--- src/rtl/sprite_rom_arbiter.sv ---
// sprite_rom_arbiter
//
// Shares one sprite-image ROM between N_REQ sprite draw stages. Every cycle the
// lowest-index active requester wins. Its image base plus its pixel offset goes
// to the ROM in the same cycle. The returned word is routed back to the winner
// ROM_LATENCY cycles later. Every other requester sees TRANSPARENT on that
// cycle. The block also counts contention cycles per frame.
//
// Ports
//   clk            : pixel clock
//   resetN         : asynchronous active-low reset
//   frame_start    : one-cycle pulse at the start of each frame
//   req_en         : per-requester enable mask
//   base_addr      : per-requester image base, slice i at [i*ROM_ADDR_W +: ROM_ADDR_W]
//   req_rd         : per-requester read strobe
//   req_addr       : per-requester pixel offset, slice i at [i*ADDR_W +: ADDR_W]
//   req_data       : per-requester returned pixel, slice i at [i*DATA_W +: DATA_W]
//   rom_rd         : ROM read strobe (combinational)
//   rom_addr       : ROM address (combinational)
//   rom_data       : ROM output, valid ROM_LATENCY cycles after rom_addr
//   grant_idx      : winner index this cycle, 0 when nobody reads
//   conflict_count : contention cycles counted in the previous frame
//   conflict_valid : one-cycle pulse when conflict_count updates

module sprite_rom_arbiter #(
  parameter int N_REQ       = 4,
  parameter int ADDR_W      = 19,
  parameter int ROM_ADDR_W  = 16,
  parameter int DATA_W      = 12,
  parameter int ROM_LATENCY = 2,
  parameter logic [DATA_W-1:0] TRANSPARENT = 12'h000,
  localparam int IDX_W = (N_REQ > 1) ? $clog2(N_REQ) : 1
) (
  input  logic                         clk,
  input  logic                         resetN,
  input  logic                         frame_start,
  input  logic [N_REQ-1:0]             req_en,
  input  logic [N_REQ*ROM_ADDR_W-1:0]  base_addr,
  input  logic [N_REQ-1:0]             req_rd,
  input  logic [N_REQ*ADDR_W-1:0]      req_addr,
  output logic [N_REQ*DATA_W-1:0]      req_data,
  output logic                         rom_rd,
  output logic [ROM_ADDR_W-1:0]        rom_addr,
  input  logic [DATA_W-1:0]            rom_data,
  output logic [IDX_W-1:0]             grant_idx,
  output logic [15:0]                  conflict_count,
  output logic                         conflict_valid
);

  logic [N_REQ-1:0]      act_s;
  logic [N_REQ-1:0]      gnt_vec_s;
  logic [IDX_W-1:0]      win_idx_s;
  logic                  conflict_s;
  logic [ROM_ADDR_W-1:0] sel_base_s;
  logic [ROM_ADDR_W-1:0] sel_off_s;
  logic [N_REQ-1:0]      gnt_d_s;

  logic [N_REQ-1:0]      gnt_pipe_q [ROM_LATENCY];
  logic [N_REQ-1:0]      gnt_pipe_d [ROM_LATENCY];

  logic [15:0]           cnt_q;
  logic [15:0]           cnt_d;
  logic [15:0]           cnt_inc_s;
  logic [15:0]           conflict_count_q;
  logic [15:0]           conflict_count_d;
  logic                  conflict_valid_q;
  logic                  conflict_valid_d;

  // Priority encode: isolate the lowest set bit of the active set and detect
  // two or more active requesters.
  always_comb begin
    act_s      = req_rd & req_en;
    // x & -x keeps only the lowest set bit, so lowest index wins.
    gnt_vec_s  = act_s & (~act_s + N_REQ'(1));
    // Clearing the lowest set bit leaves something only if two or more were set.
    conflict_s = |(act_s & (act_s - N_REQ'(1)));
    win_idx_s  = {IDX_W{1'b0}};
    for (int i = 0; i < N_REQ; i++) begin
      win_idx_s = win_idx_s | (IDX_W'(i) & {IDX_W{gnt_vec_s[i]}});
    end
  end

  // Base/offset select as a one-hot AND-OR so that a single adder follows it.
  // With no winner both operands are zero, which gives rom_addr = 0.
  always_comb begin
    sel_base_s = {ROM_ADDR_W{1'b0}};
    sel_off_s  = {ROM_ADDR_W{1'b0}};
    for (int i = 0; i < N_REQ; i++) begin
      sel_base_s = sel_base_s |
                   (base_addr[i*ROM_ADDR_W +: ROM_ADDR_W] & {ROM_ADDR_W{gnt_vec_s[i]}});
      sel_off_s  = sel_off_s |
                   (ROM_ADDR_W'(req_addr[i*ADDR_W +: ADDR_W]) & {ROM_ADDR_W{gnt_vec_s[i]}});
    end
  end

  assign rom_rd    = |act_s;
  assign rom_addr  = sel_base_s + sel_off_s;
  assign grant_idx = win_idx_s;

  // Grant pipeline next state: stage 0 takes the current grant, later stages shift.
  always_comb begin
    gnt_pipe_d[0] = gnt_vec_s;
    for (int s = 1; s < ROM_LATENCY; s++) begin
      gnt_pipe_d[s] = gnt_pipe_q[s-1];
    end
  end

  // Grant pipeline registers. Reset discards every read still in flight.
  always_ff @(posedge clk or negedge resetN) begin
    if (!resetN) begin
      for (int s = 0; s < ROM_LATENCY; s++) begin
        gnt_pipe_q[s] <= {N_REQ{1'b0}};
      end
    end else begin
      gnt_pipe_q <= gnt_pipe_d;
    end
  end

  assign gnt_d_s = gnt_pipe_q[ROM_LATENCY-1];

  // Return routing: only the requester granted ROM_LATENCY cycles ago gets rom_data.
  always_comb begin
    req_data = {(N_REQ*DATA_W){1'b0}};
    for (int i = 0; i < N_REQ; i++) begin
      req_data[i*DATA_W +: DATA_W] = gnt_d_s[i] ? rom_data : TRANSPARENT;
    end
  end

  // Contention counter next state. The frame_start cycle belongs to the new frame.
  always_comb begin
    cnt_inc_s = (cnt_q == 16'hFFFF) ? cnt_q : (cnt_q + 16'd1);
    if (frame_start) begin
      cnt_d            = {15'd0, conflict_s};
      conflict_count_d = cnt_q;
      conflict_valid_d = 1'b1;
    end else begin
      cnt_d            = conflict_s ? cnt_inc_s : cnt_q;
      conflict_count_d = conflict_count_q;
      conflict_valid_d = 1'b0;
    end
  end

  // Contention counter and reported statistics registers.
  always_ff @(posedge clk or negedge resetN) begin
    if (!resetN) begin
      cnt_q            <= 16'd0;
      conflict_count_q <= 16'd0;
      conflict_valid_q <= 1'b0;
    end else begin
      cnt_q            <= cnt_d;
      conflict_count_q <= conflict_count_d;
      conflict_valid_q <= conflict_valid_d;
    end
  end

  assign conflict_count = conflict_count_q;
  assign conflict_valid = conflict_valid_q;

endmodule

--- config.mk ---
export PLATFORM = sky130hd
export DESIGN_NAME = sprite_rom_arbiter
export DESIGN_NICKNAME = d
export VERILOG_FILES = /design/src/rtl/sprite_rom_arbiter.sv
export SDC_FILE = /design/constraint.sdc
export NUM_CORES = 1
export LEC_CHECK = 0
export ABC_AREA = 1
export BUFFER_PORTS_ARGS = -buffer_cell sky130_fd_sc_hd__buf_2
export CAP_MARGIN = 20
export CORE_ASPECT_RATIO = 0.5
export CORE_MARGIN = 10
export CORE_UTILIZATION = 44
export DETAILED_ROUTE_END_ITERATION = 8
export PLACE_DENSITY = 0.82
export SLEW_MARGIN = 40
export SYNTH_ARGS = -nofsm -noshare
export SYNTH_HDL_FRONTEND = slang
export SYNTH_SLANG_ARGS = --single-unit
--- constraint.sdc ---
create_clock -name clk -period 4.4 [get_ports clk]
set_input_delay 0.88 -clock clk [delete_from_list [all_inputs] [get_ports clk]]
set_output_delay 0.88 -clock clk [all_outputs]
set_load 0.05 [all_outputs]
# Word-level counts from Yosys, hierarchy flattened
# Index checks and enable logic that the tools add are counted.
[word_totals]
word_cells = 43
reg_bits = 41
input_bits = 163
[op_classes]
bitwise_logic = 20
n_eq_ne = 2
reduce_logical = 4
n_mux = 8
n_addsub = 4
[op_table]
columns = ["op", "n"]
rows = [
  ["$and A16 B16 Y16", 8],
  ["$or A16 B16 Y16", 6],
  ["$mux W12", 4],
  ["$mux W16", 3],
  ["$add A16 B1 Y16 const B", 1],
  ["$add A16 B16 Y16", 1],
  ["$eq A16 B16 Y1 const B", 1],
  ["$and A4 B4 Y4", 3],
  ["$reduce_or A4 Y1", 2],
  ["$add A4 B1 Y4 const B", 1],
  ["$not A4 Y4", 1],
  ["$sub A4 B1 Y4 const B", 1],
  ["$ne A2 B2 Y1 const B", 1],
  ["$or A1 B2 Y2", 1],
  ["$or A2 B2 Y2", 1],
  ["$reduce_and A2 Y1", 1],
  ["$reduce_bool A2 Y1", 1],
  ["$mux W1", 1],
]

# Longest topological paths before layout
# Gate-level depths: netlist of the first run.
[logic_depth]
word_depth = 9
mapped_depth = 19

# Worst setup path after synthesis of the first run
# OpenSTA, ideal clock, no wires.
[synth_path]
kind = "input to output"
from = "input req_rd[3]"
to = "output rom_addr[6]"
cell_stages = 15
n_path_buf = 1
arrival_time_ps = 3468
t_required_ps = 3520
slack_ps = 52
path_cell_list = "nand2_1 > inv_1 > nand4_1 > inv_1 > clkbuf_1 > nand2_1 > nand4_1 > ha_1 > inv_1 > fa_1 > nand3b_1 > nand2_1 > nand2_1 > nand2_1 > xor2_1"
[synth_between]
elab_chain_len = 7
elab_cells_between_ends = 9
classes_between = "2 x add/sub; 7 x bitwise"
[synth_lines]
columns = ["item", "line_no", "text"]
rows = [
  ["start, declared", "39", "input logic [N_REQ-1:0] req_rd,"],
  ["$and A4 B4 Y4 (*)", "72", "act_s = req_rd & req_en;"],
  ["$not A4 Y4", "74", "gnt_vec_s = act_s & (~act_s + N_REQ'(1));"],
  ["$add A4 B1 Y4", "74", ""],
  ["$and A4 B4 Y4 (*)", "74", ""],
  ["$and A16 B16 Y16, on equally long branches", "90, 92", ""],
  ["$or A16 B16 Y16, on equally long branches", "89, 91", ""],
  ["$add A16 B16 Y16 (*)", "97", "assign rom_addr = sel_base_s + sel_off_s;"],
  ["end, declared", "43", "output logic [ROM_ADDR_W-1:0] rom_addr,"],
]
# Mark *: on every way between the ends. The rest lies on a longest branch, timed or not.

# Worst setup path in the final report of the first run
[layout_path]
from = "input req_rd[0]"
to = "output rom_addr[8]"
[layout_between]
elab_chain_len = 9
elab_cells_between_ends = 19
classes_between = "2 x add/sub; 17 x bitwise"
[layout_lines]
columns = ["item", "line_no"]
rows = [
  ["$and A4 B4 Y4 (*)", "72"],
  ["$not A4 Y4", "74"],
  ["$add A4 B1 Y4", "74"],
  ["$and A4 B4 Y4 (*)", "74"],
  ["$and A16 B16 Y16, on equally long branches", "90, 92"],
  ["$or A16 B16 Y16, on equally long branches (3 in a row)", "89, 91"],
  ["$add A16 B16 Y16 (*)", "97"],
]
# Marked as above.

==> reports/qor.txt, run 1 <==
status - finished, final reports clean
core area - 8678 um^2
vias - 4,919
switching share of power - 0.4228
pins over their slew limit - 0
first drt pass iteration count - 5
clock latency on the worst-skew pair - 280 ps
CP Capture Type - primary output
Sw Pwr - 643.4 uW
share of cells above drive strength 1 - 0.2876
crit path kind - in2out
H-tree depth - 2
Setup crit start - req_rd[0]
startpoint types - input port
worst hold margin - 347.0 ps
crit path to - rom_addr[8]
Synth area leader - nand2_1
Detail Route Antenna Nets - 0
Int Power - 878.3 uW
worst hold path cell count - 0
count leader, synth - nand2_1
Total GRT Usage - 0.1874
Post-Syn Area - 3920 um^2
Clock transition at path regs - 50 ps
Commonest cells post-synth - nand2_1, inv_1, dfrtp_1, nand3_1, nor2_1
initial antenna violation count - 0
fillcell total - 830
Top Layer Used - met4
synthesis-stage register bit count - 41
register share of total power - 0.267
Vert. Die Dim - 86.74 um
Reg-to-Reg End - cnt_q[5]
WL met1 - 5.254 mm
placement row count - 24
PnR worst setup slack - 210.0 ps
Iteration-0 DRC Markers - 292
Setup TNS Final - 0 ps
Least-Margin Pin Slew - 784.1 ps
Antenna Cells - 0
asr flop ratio synth - 1.000
Post-Syn Area per Cell - 5.756 um^2
CTS Sinks - 41
vias in the first global route - 4,760
Num CTS Buffers - 5
post-synthesis cell type count - 29
DR DRC count - 0
Reg2Reg Depth - 8
syn_nets - 861
clock network power share - 0.276
worst-case clock buffer depth - 2
relative slew slack - 0.4740
setup violators final - 0
Worst path max stage delay - 390 ps
PwrDens - 280.8 nW/um^2
post-synth top area share - 0.3160
CP Cell Sequence - buf_2 -> nand2_2 -> nand2_2 -> inv_1 -> nand2_1 -> inv_2 -> nand2_1 -> nand4_1 -> ha_1 -> inv_1 -> fa_1 -> nand3b_1 -> nand2_1 -> nand2_1 -> nand3_1 -> nand2_1 -> or2_2 -> nand2_1 -> buf_6
GP Congestion - 0.9045
pre-CTS setup slack - 104.0 ps
sequential area share after synthesis - 0.2617
total grt overflow - 0
root buffer cell - clkbuf_16
number of synthesized flops with an enable pin - 0
DP Wirelength - 11.31 mm
Non-Filler Instances - 1,028
period utilization - 0.9523
placed cells - 1,019
Critical R2R Launch - cnt_q[1]
power share of the combinational group - 0.458
Clock Skew - 3.886 ps
most used cell, CP - nand2_1
YS warnings - 0
critical path's slowest cell - fa_1
Area growth syn-to-layout - 38.24%
WL final - 13.58 mm
die area - 13,310 um^2
largest net degree at the start of global routing - 42
# IOs - 247
Gate Count Post-Synth - 681
CTS tree - done
Max rail drop VDD - 0.2025 mV
crit-path max FO - 8
Tmin final - 4190 ps
Initial Utilization - 0.4517
final-stage net count - 1,090
Hold Path Class - reg2reg
Final Hold Vio Count - 0
Power Total - 1.522 mW
Via-to-Cell Ratio - 4.785
met2 wire length - 7.079 mm
fmax - 238.7 MHz
Die Span X - 153.5 um
LEAKAGE - 3.562 nW
Arr. time, crit path - 3310 ps
Worst Hold Launch - gnt_pipe_d[3]
r2r setup slk - 2580 ps
Worst EP required - 3520 ps
top_reg_cell synth - dfrtp_1
wire per inst - 13.21 um
first-pass GRT wire length - 21.60 mm
met3 WL - 1.015 mm
synth top area cells - nand2_1, dfrtp_1, inv_1
Max-cap violations - 0
port bufs - 234
[worst min-delay path by stage]
| stage | to | slack [ps] |
|---|---|---|
| after floorplan | gnt_d_s[0] | 330 |
| after global routing | gnt_d_s[0] | 350 |
| after CTS | gnt_d_s[3] | 350 |
| after global placement | gnt_d_s[1] | 330 |
| after detailed placement | gnt_d_s[1] | 330 |
| final | gnt_d_s[3] | 350 |
[worst max-delay path: cells and delay by family]
kind	cells	cell delay [ps]
simple gates	12	1340
fa+ha+maj	2	560
buf+inv	5	520
[layer usage]
| layer | vias up | GRT usage |
|---|---|---|
| met1 | 2155 | 0.2074 |
| met5 | - | 0 |
| met2 | 176 | 0.3512 |
| li1 | 2563 | - |
| met3 | 25 | 0.04894 |
| met4 | 0 | 0.05115 |
[kinds of logic after synthesis]
group / after synthesis / share of synthesized area
adders and majority gates: 17 / 0.05618
AOI/OAI and AO/OA: 38 / 0.05458
and+or+nand+nor: 448 / 0.4708
buffers and inverters: 119 / 0.1165
xor gates and xnor gates: 18 / 0.04022
DFF: 41 / 0.2617
[sequential cells by signal, summed over array words and instances, names as in the netlist]
name,cells
gnt_d_s,4
cnt_q,16
conflict_count,16
gnt_pipe_d,4
conflict_valid,1
[cell usage in the layout, fill, tap and decap left out, types with 2 or more instances in the layout]
cell	synthesis	layout
nand2_1	330	328
buf_2	2	230
inv_1	95	94
dfrtp_1	41	41
nand3_1	39	39
nor2_1	39	39
nand4_1	32	32
ha_1	16	16
a21oi_1	16	15
o21ai_0	15	15
xor2_1	14	14
buf_4	0	13
clkbuf_16	0	5
xnor2_1	4	4
nand2_2	1	3
nand3b_1	2	2
o21bai_1	2	2
[power groups by stage]
stage | logic [mW] | registers (mW) | clock network (mW)
5_1_grt | 0.756 | 0.408 | 0.444
6_report | 0.697 | 0.406 | 0.419
2_1_floorplan | 0.465 | 0.424 | 0
3_3_place_gp | 0.680 | 0.412 | 0
4_1_cts | 0.690 | 0.405 | 0.427
3_5_place_dp | 0.687 | 0.412 | 0
[stage by stage]
stage | cell area [um^2] | utilization
after global placement | 5216 | 0.6011
after floorplan | 3920 | -
after detailed placement | 5219 | 0.6014
final | 5419 | 0.6244
after global routing | 5419 | 0.6244
after CTS | 5391 | 0.6213
[what timing repair did]
item / in CTS / in global routing
buffers inserted: 0 / 1
hold endpoints to repair: 0 / 0
gates resized for setup: 0 / 10
setup endpoints to repair: 0 / 6
hold buffers: 0 / 0
[area by class of cell]
cell class | instances | area, um^2 | area share
timing repair buffer | 245 | 1267 | 0.2339
multi-input combinational | 521 | 2446 | 0.4514
sequential | 41 | 1026 | 0.1893
clock inverter | 1 | 30.03 | 0.005541
tap | 117 | 146.4 | 0.02701
clock buffer | 7 | 142.6 | 0.02632
inverter | 96 | 360.3 | 0.06650
Note: power is estimated with default switching activity, not from simulation.
==> run 2: changes to the inputs <==
Settings changed: ABC_AREA 1 to default, CORE_UTILIZATION 44 to 42.
==> reports/qor.txt, run 2 <==
status - finished, violations left
failing checks - negative setup slack
Detail Route Antenna Nets - 0 (unchanged)
share of cells above drive strength 1 - 0.5285 (+0.2409)
number of synthesized flops with an enable pin - 0 (unchanged)
DP Wirelength - 11.13 mm (-1.6%)
Antenna Cells - 0 (unchanged)
Critical R2R Launch - cnt_q[9]
Total GRT Usage - 0.2068 (+0.01935)
clock latency on the worst-skew pair - 280 ps (about the same)
total grt overflow - 0 (unchanged)
vias - 4,229 (-14%)
Num CTS Buffers - 5 (unchanged)
Reg2Reg Depth - 6 (-2)
Post-Syn Area per Cell - 8.415 um^2 (+46%)
PwrDens - 295.2 nW/um^2 (+5.1%)
count leader, synth - a22oi_1
first drt pass iteration count - 7 (+2)
Vert. Die Dim - 84.25 um (-2.9%)
DR DRC count - 0 (unchanged)
Max rail drop VDD - 0.1604 mV (-21%)
crit path kind - in2out
Hold Path Class - reg2reg
pins over their slew limit - 0 (unchanged)
Tmin final - 4456 ps (+265.9 ps)
Iteration-0 DRC Markers - 258 (-12%)
port bufs - 234 (unchanged)
WL final - 13.78 mm (+1.5%)
crit-path max FO - 5 (-3)
Gate Count Post-Synth - 412 (-40%)
largest net degree at the start of global routing - 42 (unchanged)
Clock Skew - 4.568 ps (+0.6824 ps)
Worst EP required - 3520 ps (about the same)
Via-to-Cell Ratio - 5.306 (+11%)
post-synth top area share - 0.2959 (-0.02007)
Initial Utilization - 0.4318 (-0.01988)
Synth area leader - dfrtp_1
H-tree depth - 2 (unchanged)
worst-case clock buffer depth - 2 (unchanged)
Post-Syn Area - 3467 um^2 (-12%)
commonest cells after routing, fill and taps aside - buf_2, a22oi_1, buf_4, and2_1, nand2_1
root buffer cell - clkbuf_16
Clock transition at path regs - 50 ps (about the same)
die area - 12,510 um^2 (-6.0%)
# IOs - 247 (unchanged)
wire per inst - 17.29 um (+31%)
core area - 8029 um^2 (-7.5%)
vias in the first global route - 4,394 (-7.7%)
Reg-to-Reg End - cnt_q[13]
first-pass GRT wire length - 21.88 mm (+1.3%)
Power Total - 1.672 mW (+9.9%)
Least-Margin Pin Slew - 638.3 ps (-145.8 ps)
crit path to - rom_addr[14]
CTS Sinks - 41 (unchanged)
post-synthesis cell type count - 53 (+83%)
CTS hold repair buffers - 0 (unchanged)
period utilization - 1.013 (+0.06043)
worst hold path cell count - 0 (unchanged)
Max-cap violations - 0 (unchanged)
relative slew slack - 0.5744 (+0.1004)
CTS tree - done
top_reg_cell synth - dfrtp_1
Area growth syn-to-layout - 63.41%
Final Hold Vio Count - 0 (unchanged)
initial antenna violation count - 0 (unchanged)
synthesis-stage register bit count - 41 (unchanged)
LEAKAGE - 3.022 nW (-15%)
startpoint types - input port
synth top area cells - dfrtp_1, a22oi_1, and2_1
placement row count - 23 (-4.2%)
Commonest cells post-synth - a22oi_1, and2_1, nand2_1, dfrtp_1, nor2_1
GP Congestion - 0.8165 (-9.7%)
Setup crit start - req_en[1]
commonest non-fill, non-tap cell in the layout - buf_2
RSZ-0062 raised after global routing - yes
asr flop ratio synth - 1.000 (unchanged)
final-stage net count - 864 (-21%)
post-layout util - 0.7056 (+0.08120)
Die Span X - 148.5 um (-3.3%)
PnR worst setup slack - -55.91 ps (-265.9 ps)
setup violators final - 4 (+4)
r2r setup slk - 2160 ps (-420 ps)
Arr. time, crit path - 3580 ps (+270 ps)
CP Capture Type - primary output
sequential area share after synthesis - 0.2959 (+0.03419)
syn_nets - 592 (-31%)
fmax - 224.4 MHz (-6.0%)
YS warnings - 0 (unchanged)
run 2: changes by cell type after synthesis, sizes merged, moves of 6 or more:
cell / previous run / this run
nor2: 40 / 26
o21ai: 17 / 11
a22oi: 0 / 57
and2: 0 / 51
mux2: 0 / 16
xor2: 14 / 4
nor3: 2 / 8
nand3: 40 / 8
nor4: 0 / 7
nand4: 32 / 8
xnor2: 4 / 20
nand2: 331 / 44
inv: 96 / 9
run 2: worst min-delay path by stage:
| stage | to | startpoint | slack (ps) |
|---|---|---|---|
| floorplan | gnt_d_s[0] | gnt_pipe_d[0] | 330 |
| finish | gnt_d_s[2] | gnt_pipe_d[2] | 350 |
| detailed placement | gnt_d_s[3] | gnt_pipe_d[3] | 340 |
| global placement | gnt_d_s[1] | gnt_pipe_d[1] | 330 |
| CTS | gnt_d_s[3] | gnt_pipe_d[3] | 350 |
| global route | gnt_d_s[3] | gnt_pipe_d[3] | 350 |
run 2: metrics by stage:
step | worst slack [ps] | hold slack [ps] | TNS [ps] | cells | area (um^2)
floorplan | -205.6 | 331.2 | -349.5 | 412 | 3585
global placement | -318.4 | 332.5 | -2166 | 781 | 5189
detailed placement | -401.2 | 335.5 | -2664 | 781 | 5195
CTS | -104.7 | 347.9 | -261.3 | 794 | 5513
global route | -222.7 | 349.1 | -1117 | 797 | 5665
finish | -55.91 | 348.6 | -151.2 | 797 | 5665
run 2: area by class of cell:
cell class / count / area (um^2)
Fill cell: 629 / 2364
Clock inverter: 1 / 30.03
Multi-Input combinational cell: 336 / 2579
Clock buffer: 7 / 142.6
Inverter: 9 / 33.78
Tap cell: 112 / 140.1
Timing Repair Buffer: 291 / 1714
Sequential cell: 41 / 1026
run 2: timing repair:
| action | 4_1_cts | 5_1_grt |
|---|---|---|
| gates resized for setup | 33 | 27 |
| pin swaps | 16 | 17 |
| setup buffers | 6 | 3 |
| gates cloned | 0 | 0 |
| setup endpoints to repair | 9 | 10 |
run 2: cells by family (layout without fill, tap and decap cells):
group	Yosys count	count (layout)	share of synthesized area
buf+inv	35	308	0.03861
simple gates	169	169	0.2551
xor+xnor	24	24	0.06063
fa+ha+maj	17	17	0.06351
compound gates	109	109	0.2313
mux	17	17	0.05485
flops	41	41	0.2959
run 2: worst max-delay path, cell delays in order:
cell,delay [ps]
buf_6,90
and2_4,160
a2111oi_4,300
buf_4,200
buf_6,100
a221o_1,180
inv_2,50
fa_2,390
nor2b_2,130
o2111a_2,260
nor4_2,60
o21ba_2,240
o21ai_4,180
xor2_4,180
buf_8,160
run 2: layer usage:
| layer | part of all wire | global-route usage | vias to the layer above | wire length [um] |
|---|---|---|---|---|
| met5 | 0 | 0 | - | 0 |
| met4 | 0.023 | 0.05635 | 0 | 319 |
| met3 | 0.064 | 0.05246 | 25 | 886 |
| met2 | 0.55 | 0.3931 | 159 | 7529 |
| met1 | 0.37 | 0.2220 | 2002 | 5048 |
| li1 | - | - | 2043 | - |
run 2: power by group:
part / internal [mW] / total [mW] / leakage, nW / switching, mW
clock network: 0.283 / 0.417 / 0.0841 / 0.134
logic: 0.338 / 0.861 / 2.38 / 0.523
registers: 0.385 / 0.395 / 0.562 / 0.00934
==> run 3: changes to the inputs <==
Settings changed: PLACE_DENSITY 0.82 to default, PLACE_DENSITY_LB_ADDON from default to 0.1.
==> reports/qor.txt, run 3 (synthesis results as in run 2) <==
CTS tree - done
DP Area - 5185 um^2 (-0.19%)
Vert. Die Dim - 84.25 um (unchanged)
# IOs - 247 (unchanged)
fillcell total - 660 (+4.9%)
Int Power - 994.2 uW (-1.2%)
CTS Sinks - 41 (unchanged)
Worst EP required - 3520 ps (about the same)
met3 WL - 864 um (-2.5%)
Setup TNS Final - -28.05 ps (+123.1 ps)
period utilization - 1.004 (-0.008792)
pins over their slew limit - 0 (unchanged)
met2 wire length - 7.025 mm (-6.7%)
fin area - 5660 um^2 (about the same)
WL final - 13.07 mm (-5.2%)
register share of total power - 0.240 (+0.004)
Reg2Reg Depth - 6 (unchanged)
setup violators final - 2 (-2)
DR DRC count - 0 (unchanged)
Critical R2R Launch - cnt_q[9]
WHS Endpoint - gnt_d_s[1]
Top Layer Used - met4
Hold Path Class - reg2reg
commonest non-fill, non-tap cell in the layout - buf_2
Iteration-0 DRC Markers - 184 (-29%)
Clock transition at path regs - 60 ps (about the same)
status - finished, violations left
Max rail drop VDD - 0.1923 mV (+20%)
port bufs - 234 (unchanged)
crit path kind - in2out
commonest cells after routing, fill and taps aside - buf_2, and2_1, a22oi_1, buf_4, dfrtp_1
share of cells above drive strength 1 - 0.5369 (+0.008406)
PwrDens - 291.0 nW/um^2 (-1.4%)
power share of the combinational group - 0.503 (-0.012)
placement row count - 23 (unchanged)
Detail Route Antenna Nets - 0 (unchanged)
DP Wirelength - 10.69 mm (-3.9%)
CP Capture Type - primary output
r2r setup slk - 2190 ps (+30 ps)
wire per inst - 16.55 um (-4.3%)
crit-path max FO - 6 (+1)
PnR worst setup slack - -17.23 ps (+38.69 ps)
vias - 4,116 (-2.7%)
Arr. time, crit path - 3540 ps (-40 ps)
vias in the first global route - 4,361 (-0.75%)
CTS hold repair buffers - 0 (unchanged)
Max-cap violations - 0 (unchanged)
Worst Hold Launch - gnt_pipe_d[1]
Num CTS Buffers - 5 (unchanged)
clock network power share - 0.257 (+0.008)
first-pass GRT wire length - 20.65 mm (-5.6%)
total grt overflow - 0 (unchanged)
root buffer cell - clkbuf_16
fmax - 226.4 MHz (+0.88%)
Initial Utilization - 0.4318 (unchanged)
Final Hold Vio Count - 0 (unchanged)
relative slew slack - 0.5535 (-0.02098)
WL met1 - 4.987 mm (-1.2%)
Sw Pwr - 652.7 uW (-2.1%)
switching share of power - 0.3963 (-0.002226)
worst-case clock buffer depth - 2 (unchanged)
Via-to-Cell Ratio - 5.210 (-1.8%)
H-tree depth - 2 (unchanged)
core area - 8029 um^2 (unchanged)
Area growth syn-to-layout - 63.26% (about the same)
Tmin final - 4417 ps (-38.69 ps)
Multi-input gate area - 2614 um^2 (+1.4%)
Register Area - 1026 um^2 (unchanged)
Reg-to-Reg End - cnt_q[13]
startpoint types - input port
GP Congestion - 0.8306 (+1.7%)
LEAKAGE - 2.987 nW (-1.2%)
largest net degree at the start of global routing - 42 (unchanged)
Die Span X - 148.5 um (unchanged)
first drt pass iteration count - 4 (-3)
Clock Skew - 4.626 ps (+0.05792 ps)
die area - 12,510 um^2 (unchanged)
clock latency on the worst-skew pair - 280 ps (about the same)
failing checks - negative setup slack
RSZ-0062 raised after global routing - yes
final-stage net count - 857 (-0.81%)
worst hold path cell count - 0 (unchanged)
initial antenna violation count - 0 (unchanged)
Antenna Cells - 0 (unchanged)
Total GRT Usage - 0.1930 (-0.01381)
Least-Margin Pin Slew - 669.8 ps (+31.47 ps)
-- run 3: changes by cell type in the layout (fill, tap and decap cells not counted), sizes merged --
cell,previous run,this run
clkbuf,7,8
buf,291,283
-- run 3: final cells by class --
type / instances / area share
well taps: 112 / 0.02476
clock inverters: 1 / 0.005305
flip-flops and latches: 41 / 0.1813
inverters: 9 / 0.005968
repair buffers: 284 / 0.2958
clock buffers: 7 / 0.02520
multi-input cells: 336 / 0.4618
-- run 3: repair_timing --
action                     4_1_cts  5_1_grt
setup endpoints to repair        9        9
cloned                           0        0
pin swaps                       16       21
setup buffers                    5        1
resized for setup               31       32
-- run 3: critical path, cell delays in order --
cell and delay [ps]:
buf_6 90, and2_4 170, a2111oi_4 290, buf_6 200
a22oi_2 60, nand2_1 70, ha_2 190, inv_2 50
fa_2 360, nor2b_2 140, o2111a_2 240, nor4_2 50
o21ba_2 240, o21ai_4 180, xor2_4 160, buf_6 170
-- run 3: layer usage --
metal / GRT usage / vias up
li1: - / 2037
met1: 0.2066 / 1923
met2: 0.3652 / 137
met3: 0.05193 / 19
met4: 0.05277 / 0
met5: 0 / -
-- run 3: power groups by stage --
| stage | Clock, mW | Sequential [mW] | Combinational (mW) |
|---|---|---|---|
| floorplan | 0 | 0.406 | 0.497 |
| global placement | 0 | 0.401 | 0.750 |
| detailed placement | 0 | 0.401 | 0.756 |
| CTS | 0.429 | 0.395 | 0.805 |
| global route | 0.447 | 0.397 | 0.883 |
| finish | 0.423 | 0.395 | 0.829 |
-- run 3: stage by stage --
stage | cells | utilization | total power [mW] | setup WS [ps] | hold WS [ps]
after floorplan | 412 | - | 0.9027 | -205.6 | 331.2
after global placement | 778 | 0.6450 | 1.151 | -344.9 | 332.7
after global routing | 790 | 0.7050 | 1.726 | -183.9 | 361.9
after detailed placement | 778 | 0.6458 | 1.158 | -346.3 | 338.7
final | 790 | 0.7050 | 1.647 | -17.23 | 351.2
after CTS | 791 | 0.6890 | 1.629 | -73.09 | 351.2
-- run 3: worst max-delay path by stage --
stage	end	startpoint	slack, ps	cells after the start
after floorplan	rom_addr[14]	req_rd[0]	-210	15
after global placement	rom_addr[11]	req_rd[0]	-340	17
after detailed placement	rom_addr[14]	req_rd[0]	-350	16
after CTS	rom_addr[14]	req_en[1]	-70	16
after global routing	rom_addr[15]	req_en[1]	-180	16
final	rom_addr[14]	req_en[1]	-20	16
